==> src/rtl/sram_bist_pkg.sv <==
// Shared types and March C- element tables for the SRAM BIST.
// Element tables hold 1-bit logical values; the top maps them through the data background.
package sram_bist_pkg;

    typedef enum logic [2:0] {E0, E1, E2, E3, E4, E5} elem_t;

    typedef enum logic [1:0] {IDLE, RUN, DRAIN, DONE} state_t;

    // Bit i of each table describes element Ei.
    localparam logic [5:0] ELEM_DOWN      = 6'b011000;
    localparam logic [5:0] ELEM_HAS_READ  = 6'b111110;
    localparam logic [5:0] ELEM_HAS_WRITE = 6'b011111;
    localparam logic [5:0] ELEM_READ_VAL  = 6'b010100;
    localparam logic [5:0] ELEM_WRITE_VAL = 6'b001010;

    function automatic logic elem_dir(elem_t e);
        return ELEM_DOWN[e];
    endfunction

    function automatic logic has_read(elem_t e);
        return ELEM_HAS_READ[e];
    endfunction

    function automatic logic has_write(elem_t e);
        return ELEM_HAS_WRITE[e];
    endfunction

    function automatic logic read_val(elem_t e);
        return ELEM_READ_VAL[e];
    endfunction

    function automatic logic write_val(elem_t e);
        return ELEM_WRITE_VAL[e];
    endfunction

endpackage

==> src/rtl/sram_bist_addr_gen.sv <==
// Loadable up/down address counter for the March elements.
// Direction is latched on load so 'last' never depends combinationally on the load decision.
module sram_bist_addr_gen
    import sram_bist_pkg::*;
#(
    parameter int ADDR_WIDTH = 10
) (
    input  logic                  clk,
    input  logic                  rst_n,
    input  logic                  load,
    input  logic                  dir,
    input  logic                  step,
    output logic [ADDR_WIDTH-1:0] addr,
    output logic                  last
);

    logic down;

    always_ff @(posedge clk or negedge rst_n) begin
        if (!rst_n) begin
            addr <= '0;
            down <= 1'b0;
        end else if (load) begin
            addr <= dir ? '1 : '0;
            down <= dir;
        end else if (step) begin
            addr <= down ? addr - ADDR_WIDTH'(1) : addr + ADDR_WIDTH'(1);
        end
    end

    assign last = down ? (addr == '0) : (addr == '1);

endmodule

==> src/rtl/sram_march_bist.sv <==
// March C- BIST initiator for one single-port SRAM: issues one command per cycle,
// checks read data two edges after issue and records the first failure.
module sram_march_bist
    import sram_bist_pkg::*;
#(
    parameter int                    DATA_WIDTH  = 32,
    parameter int                    ADDR_WIDTH  = 10,
    parameter int                    WMASK_WIDTH = 1,
    parameter logic [DATA_WIDTH-1:0] DATA_BG     = '0
) (
    input  logic                   clk,
    input  logic                   rst_n,
    input  logic                   start,
    output logic                   busy,
    output logic                   done,
    output logic                   fail,
    output logic [2:0]             fail_elem,
    output logic [ADDR_WIDTH-1:0]  fail_addr,
    output logic [DATA_WIDTH-1:0]  fail_data,
    output logic                   sram_we,
    output logic [WMASK_WIDTH-1:0] sram_wmask,
    output logic [ADDR_WIDTH-1:0]  sram_addr,
    output logic [DATA_WIDTH-1:0]  sram_din,
    input  logic [DATA_WIDTH-1:0]  sram_dout
);

    function automatic logic [DATA_WIDTH-1:0] bg_word(logic v);
        return v ? ~DATA_BG : DATA_BG;
    endfunction

    state_t state, state_nxt;
    elem_t  elem, elem_nxt;
    logic   phase, phase_nxt;       // 1 = current command is the element's write
    logic   load, step, gen_dir, last;
    logic   issue, issue_wr;
    logic   running, accept, mism;

    logic                  vld_p0, vld_p1;
    logic [DATA_WIDTH-1:0] exp_p1;
    elem_t                 elem_p1;
    logic [ADDR_WIDTH-1:0] addr_p1;

    sram_bist_addr_gen #(.ADDR_WIDTH(ADDR_WIDTH)) u_addr_gen (
        .clk   (clk),
        .rst_n (rst_n),
        .load  (load),
        .dir   (gen_dir),
        .step  (step),
        .addr  (sram_addr),
        .last  (last)
    );

    assign running = (state == RUN) || (state == DRAIN);
    assign accept  = start && ((state == IDLE) || (state == DONE));
    assign mism    = running && vld_p1 && (sram_dout != exp_p1);
    assign busy    = running;
    assign done    = (state == DONE);

    always_comb begin
        state_nxt = state;
        elem_nxt  = elem;
        phase_nxt = phase;
        load      = 1'b0;
        step      = 1'b0;
        gen_dir   = 1'b0;
        issue     = 1'b0;
        issue_wr  = 1'b0;
        case (state)
            IDLE, DONE: begin
                if (start) begin
                    state_nxt = RUN;
                    elem_nxt  = E0;
                    phase_nxt = 1'b1;
                    load      = 1'b1;
                    gen_dir   = elem_dir(E0);
                    issue     = 1'b1;
                    issue_wr  = 1'b1;
                end
            end
            RUN: begin
                if (mism) begin
                    state_nxt = DONE;
                end else if (!phase && has_write(elem)) begin
                    phase_nxt = 1'b1;
                    issue     = 1'b1;
                    issue_wr  = 1'b1;
                end else if (!last) begin
                    step      = 1'b1;
                    phase_nxt = !has_read(elem);
                    issue     = 1'b1;
                    issue_wr  = phase_nxt;
                end else if (elem == E5) begin
                    state_nxt = DRAIN;
                end else begin
                    elem_nxt  = elem_t'(elem + 3'd1);
                    load      = 1'b1;
                    gen_dir   = elem_dir(elem_nxt);
                    phase_nxt = !has_read(elem_nxt);
                    issue     = 1'b1;
                    issue_wr  = phase_nxt;
                end
            end
            DRAIN: begin
                // The last read is compared on the edge after p0 empties.
                if (mism || !vld_p0) state_nxt = DONE;
            end
            default: state_nxt = IDLE;
        endcase
    end

    // Stage p0: command registers plus read-valid flag
    always_ff @(posedge clk or negedge rst_n) begin
        if (!rst_n) begin
            state      <= IDLE;
            elem       <= E0;
            phase      <= 1'b1;
            sram_we    <= 1'b0;
            sram_wmask <= '0;
            sram_din   <= '0;
            vld_p0     <= 1'b0;
            vld_p1     <= 1'b0;
            fail       <= 1'b0;
            fail_elem  <= '0;
            fail_addr  <= '0;
            fail_data  <= '0;
        end else begin
            state      <= state_nxt;
            elem       <= elem_nxt;
            phase      <= phase_nxt;
            sram_we    <= issue && issue_wr;
            sram_wmask <= {WMASK_WIDTH{issue && issue_wr}};
            if (issue && issue_wr) sram_din <= bg_word(write_val(elem_nxt));
            vld_p0     <= issue && !issue_wr;
            vld_p1     <= running && vld_p0;
            if (accept) fail <= 1'b0;
            if (mism) begin
                fail      <= 1'b1;
                fail_elem <= elem_p1;
                fail_addr <= addr_p1;
                fail_data <= sram_dout;
            end
        end
    end

    // Stage p1: expected data and location of the read issued one edge earlier
    always_ff @(posedge clk) begin
        exp_p1  <= bg_word(read_val(elem));
        elem_p1 <= elem;
        addr_p1 <= sram_addr;
    end

endmodule

==> config.mk <==
export PLATFORM = sky130hd
export DESIGN_NAME = sram_march_bist
export DESIGN_NICKNAME = d
export VERILOG_FILES = /design/src/rtl/sram_bist_pkg.sv /design/src/rtl/sram_bist_addr_gen.sv /design/src/rtl/sram_march_bist.sv
export SDC_FILE = /design/constraint.sdc
export NUM_CORES = 1
export LEC_CHECK = 0
export ABC_CLOCK_PERIOD_IN_PS = 7600
export CAP_MARGIN = 20
export CORE_MARGIN = 2
export CORE_UTILIZATION = 30
export CTS_CLUSTER_DIAMETER = 80
export DETAILED_ROUTE_END_ITERATION = 6
export PLACE_DENSITY = 0.58
export SKIP_LAST_GASP = 1
export SLEW_MARGIN = 5
export SYNTH_ARGS = -nofsm -noshare
export SYNTH_HDL_FRONTEND = slang
export SYNTH_SLANG_ARGS = --single-unit
==> constraint.sdc <==
create_clock -name clk -period 7.6 [get_ports clk]
set_input_delay 2.28 -clock clk [delete_from_list [all_inputs] [get_ports clk]]
set_output_delay 2.28 -clock clk [all_outputs]
set_load 0.02 [all_outputs]
==> impl_metrics.tcl <==
set metrics [dict create \
    die-area_um2 14600 \
    grt_usage_pct 14.1 \
    cts_buffers 9 \
    diodes 0 \
    cp_max_fo 10 \
    drtAntennaViolNets 0 \
    nNetsFinal 597 \
    slew_headroom_pct 41.9 \
    antenna_found_initial 0 \
    fmax_mhz 195 \
    holdWs_ns 0.411 \
    dr.pass1.iters 4 \
    post_cts_buffers 0 \
    vias 3398 \
    die_y_um 121 \
    dp_hpwl_um 7340 \
    grt_pass1_wl_um 16700 \
    cts_tree "done" \
    layout_common_cells "150 x nand2_1, 125 x clkdlybuf4s50_1, 66 x dfrtp_1" \
    ys_seq_elements 81 \
    io_pins 127 \
    drive_above_1_share_pct 5.05 \
    end_kind "register" \
    startpoint_type "input pin" \
    io_buffers 126 \
    skew_ns 0.00337 \
    area_growth_pct 37.5 \
    maxCapViolations 0 \
    first_iter_violations 200 \
    synthArstFlopShare_pct 82.7 \
    cts_resized 0 \
    layout_commonest_cell "nand2_1" \
    grt_max_degree 68 \
    die_w_um 121 \
    hp-class "reg -> reg" \
    cts_buffer_depth 2 \
    synthCells 461 \
    overflow 0 \
    hold_viol 0 \
    start_util_pct 30.7 \
    coreArea_um2 13300 \
    rsz0062_at_grt "false" \
    p_per_area_nw_per_um2 292 \
    status "complete, no violations" \
    min_period_ns 5.13 \
    drt_wl_total_um 10200 \
    htreeDepth 3 \
    arrival_ns 5.37 \
    hold_buffers 0 \
    finalPower_mw 1.64 \
    drc 0 \
    finalSetupTns_ns 0 \
    ys_seq_area_share_pct 47.9 \
    clk_latency_ns 0.33 \
    syn_nets 508 \
    place_congestion 0.816 \
    clock_sinks 81 \
    worst_slew_pin_slew_ns 0.872 \
    ys_types 55 \
    cts-root-buf "clkbuf_16" \
    syn-cell-area_um2 4090 \
    synth_flop_cell "dfrtp_1" \
    synth_edf_count 0 \
    path_clk_slew_ns 0.06 \
    finalSetupViolations 0 \
    slew_violations 0 \
    vdd_drop_max_mv 0.119 \
    yosys_warnings 0 \
    worstPathRequired_ns 7.84 \
    rows 42 \
    first_global_vias 3350 \
    critPathKind "in -> reg" \
    p_leak_nw 2.50 \
    viasPerCell 4.65 \
    post-route-period-util_pct 67.5 \
    post_drt_wl_per_cell_um 14.0 \
    avgSynthCellArea_um2 8.86 \
]
## cells in the mapped netlist (2+ instances only)
master,n,area share [%]
a211oi_1,2,0.37
a21oi_1,16,2.0
a22oi_1,2,0.37
a31oi_1,2,0.31
and2_1,2,0.31
and3_1,3,0.46
buf_1,5,0.46
buf_2,2,0.24
buf_4,32,5.9
clkbuf_1,11,1.0
dfrtp_1,66,40
dfxtp_1,14,6.9
ha_1,11,3.4
inv_1,18,1.7
mux2i_1,10,2.4
nand2_1,150,14
nand2b_1,5,0.77
nand3_1,10,1.2
nand4_1,5,0.77
nand4b_1,4,0.86
nor2_1,9,0.83
nor2b_1,2,0.31
nor3_1,9,1.1
nor4_1,7,1.1
nor4b_1,2,0.43
o2111ai_1,2,0.43
o211ai_1,4,0.73
o21a_1,2,0.37
o21ai_0,8,0.98
o22ai_1,3,0.46
or2_2,2,0.31
or3_1,6,0.92
or4_1,7,1.3
xnor2_1,6,1.3
xor2_1,2,0.43
## routing by layer
layer	global-route usage (%)	wire, µm
met5	0	0
met4	5.16	167
met3	3.25	582
met2	22.6	4750
met1	18.7	4720
## final timing paths
kind / to / slack [ns] / startpoint / depth (start not counted)
max in group asynchronous: u_addr_gen.addr[0] / 4.88 / rst_n / 2
worst min-delay path: fail_elem[1] / 0.41 / elem_p1[1] / 2
worst max-delay path: u_addr_gen.addr[9] / 2.47 / sram_dout[10] / 8
min in group asynchronous: fail_data[14] / 2.14 / rst_n / 2
worst max register to register: u_addr_gen.addr[0] / 4.59 / u_addr_gen.down / 7
worst min register to register: fail_elem[1] / 0.41 / elem_p1[1] / 2
## final cells by class
class / count / area [µm²]
tap: 176 / 220
fill: 1275 / 7680
sequential: 81 / 1960
multi-input combinational: 311 / 1750
timing repair buffer: 129 / 1280
inverter: 18 / 67.6
clock inverter: 7 / 118
clock buffer: 9 / 225
## through the flow
step / utilization [%] / instance area (µm²) / setup WS (ns) / std cells
floorplan: - / 4090 / 2.97 / 461
global placement: 39.7 / 5280 / 2.19 / 715
detailed placement: 39.7 / 5280 / 2.12 / 715
CTS: 42.3 / 5620 / 2.47 / 731
global route: 42.3 / 5620 / 2.30 / 731
finish: 42.3 / 5620 / 2.47 / 731
## state kept, by name, indices dropped and copies added, names as in the netlist, 2 cells and up
register / cells
addr_p1: 10
elem: 3
elem_p1: 3
fail_addr: 10
fail_data: 32
fail_elem: 3
state: 2
u_addr_gen.addr: 10
## cells by family (layout without fill, tap and decap cells)
| family | count (synthesis) | in the layout | synth area share [%] |
|---|---|---|---|
| and+or+nand+nor | 227 | 227 | 25.2 |
| DFF | 81 | 81 | 47.9 |
| buffers and inverters | 69 | 163 | 9.52 |
| AOI/OAI and AO/OA | 54 | 54 | 9.34 |
| adders and majority gates | 12 | 12 | 3.86 |
| muxes | 10 | 10 | 2.45 |
| xor gates and xnor gates | 8 | 8 | 1.71 |
## report_power, final
part / internal, mW / total, mW / switching (mW) / leakage (nW)
Combinational: 0.258 / 0.585 / 0.327 / 1.37
Clock: 0.321 / 0.492 / 0.171 / 0.170
Sequential: 0.512 / 0.566 / 0.0543 / 0.964
Total: 1.09 / 1.64 / 0.552 / 2.50
## critical path: stages
cell	delay [ns]
clkdlybuf4s50_1	0.45
or4_1	0.56
nor4_1	0.32
o22ai_1	0.25
o21ba_2	0.36
or4_1	0.63
a2111o_1	0.41
o211ai_1	0.11
Note: power is estimated with default switching activity, not from simulation.
